### config.mk
export PLATFORM = sky130hd
export DESIGN_NAME = id_ex_stage
export DESIGN_NICKNAME = d
export VERILOG_FILES = /design/src/rtl/id_ex_stage.sv
export SDC_FILE = /design/constraint.sdc
export NUM_CORES = 1
export LEC_CHECK = 0
export CAP_MARGIN = 20
export CORE_AREA = 2 2 227 229
export CTS_CLUSTER_DIAMETER = 60
export DETAILED_ROUTE_END_ITERATION = 10
export DIE_AREA = 0 0 229 231
export SYNTH_ARGS = -nofsm -noshare
export SYNTH_HDL_FRONTEND = slang
export SYNTH_SLANG_ARGS = --single-unit
export TNS_END_PERCENT = 5
### constraint.sdc
create_clock -name clk -period 3.4 [get_ports clk]
set_input_delay 0.68 -clock clk [delete_from_list [all_inputs] [get_ports clk]]
set_output_delay 0.68 -clock clk [all_outputs]
set_load 0.01 [all_outputs]
### src/rtl/id_ex_stage.sv
// id_ex_stage: decode-to-execute pipeline register with EX/WB operand forwarding,
// load-use bubble insertion, flush and valid/ready back-pressure.
module id_ex_stage #(
    parameter int XLEN  = 64,
    parameter int RA_W  = 5,
    parameter int CNT_W = 32
) (
    input  logic             clk,
    input  logic             rst,
    input  logic             flush,
    input  logic             in_valid,
    output logic             in_ready,
    input  logic [XLEN-1:0]  in_rs1_data,
    input  logic [XLEN-1:0]  in_rs2_data,
    input  logic [XLEN-1:0]  in_imm,
    input  logic [RA_W-1:0]  in_rs1_addr,
    input  logic [RA_W-1:0]  in_rs2_addr,
    input  logic [RA_W-1:0]  in_rd_addr,
    input  logic             in_uses_rs2,
    input  logic             in_alu_src,
    input  logic             in_ctrl,
    input  logic             in_reg_write,
    input  logic             in_mem_read,
    input  logic             in_mem_write,
    input  logic             ex_fwd_en,
    input  logic [RA_W-1:0]  ex_fwd_rd,
    input  logic [XLEN-1:0]  ex_fwd_data,
    input  logic             wb_fwd_en,
    input  logic [RA_W-1:0]  wb_fwd_rd,
    input  logic [XLEN-1:0]  wb_fwd_data,
    output logic             out_valid,
    input  logic             out_ready,
    output logic [XLEN-1:0]  out_in_1,
    output logic [XLEN-1:0]  out_in_2,
    output logic             out_ctrl,
    output logic [XLEN-1:0]  out_store_data,
    output logic [RA_W-1:0]  out_rd_addr,
    output logic             out_reg_write,
    output logic             out_mem_read,
    output logic             out_mem_write,
    output logic [CNT_W-1:0] stall_count
);
    logic            full, alu_src, ctrl, reg_write, mem_read, mem_write;
    logic [XLEN-1:0] rs1_v, rs2_v, imm, rs1_r, rs2_r;
    logic [RA_W-1:0] rs1_a, rs2_a, rd_a;
    logic            hz, accept;

    assign hz = full && mem_read && rd_a != '0 &&
                (rd_a == in_rs1_addr || (in_uses_rs2 && rd_a == in_rs2_addr));
    assign in_ready = !rst && !flush && !hz && (!full || out_ready);
    assign accept = in_valid && in_ready;
    assign out_valid = full;

    // EX result is newer than WB, so it wins; x0 is hardwired and never forwarded
    assign rs1_r = (ex_fwd_en && rs1_a != '0 && ex_fwd_rd == rs1_a) ? ex_fwd_data :
                   (wb_fwd_en && rs1_a != '0 && wb_fwd_rd == rs1_a) ? wb_fwd_data : rs1_v;
    assign rs2_r = (ex_fwd_en && rs2_a != '0 && ex_fwd_rd == rs2_a) ? ex_fwd_data :
                   (wb_fwd_en && rs2_a != '0 && wb_fwd_rd == rs2_a) ? wb_fwd_data : rs2_v;

    assign out_in_1       = full ? rs1_r : '0;
    assign out_in_2       = full ? (alu_src ? imm : rs2_r) : '0;
    assign out_store_data = full ? rs2_r : '0;
    assign out_ctrl       = full && ctrl;
    assign out_rd_addr    = full ? rd_a : '0;
    assign out_reg_write  = full && reg_write;
    assign out_mem_read   = full && mem_read;
    assign out_mem_write  = full && mem_write;

    always_ff @(posedge clk) begin
        if (rst) begin
            full        <= 1'b0;
            rs1_v       <= '0;
            rs2_v       <= '0;
            imm         <= '0;
            rs1_a       <= '0;
            rs2_a       <= '0;
            rd_a        <= '0;
            alu_src     <= 1'b0;
            ctrl        <= 1'b0;
            reg_write   <= 1'b0;
            mem_read    <= 1'b0;
            mem_write   <= 1'b0;
            stall_count <= '0;
        end else begin
            if (flush)
                full <= 1'b0;
            else if (accept)
                full <= 1'b1;
            else if (out_ready)
                full <= 1'b0;
            if (accept) begin
                // WB writes the register file this cycle, so its value is newer than the read data
                rs1_v     <= (wb_fwd_en && wb_fwd_rd != '0 && wb_fwd_rd == in_rs1_addr) ? wb_fwd_data : in_rs1_data;
                rs2_v     <= (wb_fwd_en && wb_fwd_rd != '0 && wb_fwd_rd == in_rs2_addr) ? wb_fwd_data : in_rs2_data;
                imm       <= in_imm;
                rs1_a     <= in_rs1_addr;
                rs2_a     <= in_rs2_addr;
                rd_a      <= in_rd_addr;
                alu_src   <= in_alu_src;
                ctrl      <= in_ctrl;
                reg_write <= in_reg_write;
                mem_read  <= in_mem_read;
                mem_write <= in_mem_write;
            end
            if (in_valid && hz && !flush && stall_count != '1)
                stall_count <= stall_count + 1'b1;
        end
    end
endmodule

==> impl_metrics.toml <==
[floorplanning]
core.rowCount = 83
core_area_sq_um = 50700
dieHeight_microns = 231
dieArea_sq_um = 52900
initial_utilization = 0.294
die_w_microns = 229
ioPinCount = 593

[routing]
num_vias = 16600
drtIter0Drc = 1127
drt_first_pass_iters = 5
drt-vias-per-instance = 5.30
drc = 0
wl_per_cell_microns = 23.4
ant_nets = 0
routed_wl_mm = 73.2

[logic_synthesis]
synth_seq_area_share = 0.329
synth.avg_cell_area_sq_um = 8.20
netlist_area_sq_um = 14900
ys.warnings.count = 0
syn-num-nets = 2178
syn_inst = 1819
synthDistinctLibCells = 41
ys_seq_elements = 245
async_flop_share = 0
synthFlopType = "dfxtp_1"
synth_edf_count = 0

[sta]
grt_setup_unrepaired = "true"
period_minus_slack_ns = 3.58
worst_pin_slew_ns = 1.07
drv_slew = 0
finalCritPeriodShare = 1.05
report.final.setup_viol = 92
maxSlewHeadroom = 0.288
max_freq_mhz = 279
fin_worst_skew_ns = 0.0176
setup_slack_ns = -0.180
finalHoldViolCount = 0

[clocking]
cts_tree = "yes"
htreeDepth = 2
cts_buffers = 37
clk_pin_slew_ns = 0.06
cts.hold.buffers_added = 0
cts-root-buf = "clkbuf_16"
insertion_delay_ns = 0.55
cts.sinks = 245
cts_max_path_buffers = 3

[grt]
grt_pass1_vias = 16600
grt_pass1_wl_mm = 105
grt-ovfl-total = 0
grt_max_degree = 150
grt_antenna_before_repair = 19
gr-usage-all-layers = 0.259

[final_layout]
final_cell_mix = "clkdlybuf4s50_1, nand2_1, mux2i_1"
drive_above_1_share = 0.161
area_delta_synth_final_pct = 59.0
finalNonFillerCells = 3127
layout_commonest_cell = "clkdlybuf4s50_1"
ff_latch_area_sq_um = 4920
multiInputGateArea_sq_um = 9550
nFillCells = 5016
nNetsFinal = 2767
fin_area_sq_um = 23700

[setup_path]
reg2reg_slack_ns = 0.63
worstPathMaxFanout = 7
critical_path_arrival_ns = 2.90
r2r_start = "stall_count[0]$_SDFFE_PP0P_"
crit_top_cell = "buf_6"
cp-end-kind = "primary output"
reg2regPathDepth = 7
rr_endpoint = "stall_count[13]$_SDFFE_PP0P_"
worstPathCellList = "dlygate4sd2_1, xnor2_2, nand4_1, nor4_4, buf_6, buf_6, buf_12, buf_6, mux2i_2, nand2_1, o211a_1, buf_2"
worstSetupPathType = "in -> out"
crit_path_start_kind = "primary input"
cp.required_ns = 2.72
cp_slowest_cell = "nor4_4"
worst_path_largest_cell_delay_ns = 0.34
endpoint = "out_in_1[49]"
crit_start = "wb_fwd_rd[0]"

[job]
cap_violations = 0

[place]
gp_congestion = 0.934
place_area_sq_um = 21900
port_buffers = 592
dp_cells = 2993
dp_hpwl_mm = 49.1

[run_status]
outcome = "finished, violations left"
violations = "setup timing"

[power_and_ir_drop]
powerDensity_nw_per_um2 = 344
vdd_drop_max_mv = 0.288
power.leakage_nw = 10.7

[min_path]
hold_path.class = "reg -> reg"
==> sequential cells by signal, indices dropped and copies added (netlist names), 5 cells and up <==
| signal | count |
|---|---|
| imm | 64 |
| rs1_v | 64 |
| rs2_v | 64 |
| stall_count | 32 |
| rd_a | 5 |
| rs1_a | 5 |
| rs2_a | 5 |
==> how the worst min path moves through the flow <==
stage / start / end / slack, ns / cells after the start
after detailed placement: mem_read$_SDFFE_PP0P_ / mem_read$_SDFFE_PP0P_ / 0.45 / 2
after global routing: rst / ctrl$_SDFFE_PP0P_ / 0.47 / 2
after floorplan: ctrl$_SDFFE_PP0P_ / ctrl$_SDFFE_PP0P_ / 0.43 / 2
after CTS: rst / rd_a[2]$_SDFFE_PP0P_ / 0.44 / 2
final: mem_read$_SDFFE_PP0P_ / mem_read$_SDFFE_PP0P_ / 0.45 / 2
after global placement: ctrl$_SDFFE_PP0P_ / ctrl$_SDFFE_PP0P_ / 0.44 / 2
==> layer usage <==
metal / wire (microns) / share of wire / global-route usage
met5: 77 / 0.0011 / 0
met4: 2930 / 0.040 / 0.111
met3: 5790 / 0.079 / 0.0656
met2: 36100 / 0.49 / 0.458
met1: 28300 / 0.39 / 0.293
==> Yosys cell counts, types with 13 or more instances <==
| cell type | number | area share |
|---|---|---|
| a211oi_1 | 132 | 0.066 |
| a21oi_1 | 97 | 0.033 |
| a32o_1 | 63 | 0.042 |
| and3_1 | 66 | 0.028 |
| buf_2 | 64 | 0.021 |
| clkbuf_1 | 93 | 0.023 |
| dfxtp_1 | 245 | 0.33 |
| mux2_2 | 13 | 0.0098 |
| mux2i_1 | 256 | 0.17 |
| nand2_1 | 315 | 0.079 |
| nand2b_1 | 64 | 0.027 |
| nand3_1 | 17 | 0.0057 |
| nand4_1 | 17 | 0.0071 |
| nor2_1 | 155 | 0.039 |
| nor2b_1 | 15 | 0.0063 |
| nor4_1 | 16 | 0.0067 |
| o211a_1 | 64 | 0.043 |
| xnor2_1 | 28 | 0.016 |
| xor2_1 | 14 | 0.0082 |
==> power by group <==
part | internal, mW | switching, mW
registers | 2.99 | 0.0723
logic | 0.659 | 0.540
clock network | 2.39 | 1.51
total | 6.04 | 2.12
==> metrics by stage <==
step                setup WS, ns  power [mW]   util  setup TNS, ns  hold WS [ns]
detailed placement        -0.505        4.28  0.433         -76.89         0.445
global route              -0.291        8.44  0.468         -25.05         0.468
floorplan                  0.427        3.57      -              0         0.432
global placement          -0.493        4.26  0.433         -77.15         0.440
finish                    -0.180        8.15  0.468          -5.47         0.455
CTS                       -0.388        8.21  0.463         -34.53         0.441
==> cell type report <==
cell class,instances,share of cell area
multi-input combinational,1400,0.403
timing repair buffer,717,0.299
sequential,245,0.208
clock buffer,52,0.0458
tap,680,0.0359
clock inverter,14,0.00639
antenna,12,0.00127
inverter,7,0.00111
==> critical path: cells and delay by family <==
kind,cells,cell delay (ns)
and+or+nand+nor,3,0.59
xor gates and xnor gates,1,0.16
AOI/OAI and AO/OA,1,0.16
muxes,1,0.21
buffers and inverters,6,1.09
==> what timing repair did <==
action | 4_1_cts | 5_1_grt
pin swaps | 10 | 25
resized for setup | 266 | 294
buffers inserted | 6 | 37
cloned | 10 | 7
setup endpoints to repair | 192 | 192
==> kinds of logic after synthesis <==
kind of cell,synth area share
AOI/OAI and AO/OA,0.198
and+or+nand+nor,0.217
adders and majority gates,0.000839
muxes,0.182
buffers and inverters,0.0497
xor gates and xnor gates,0.0247
DFF,0.329
Power figures use the tool's default switching activity.
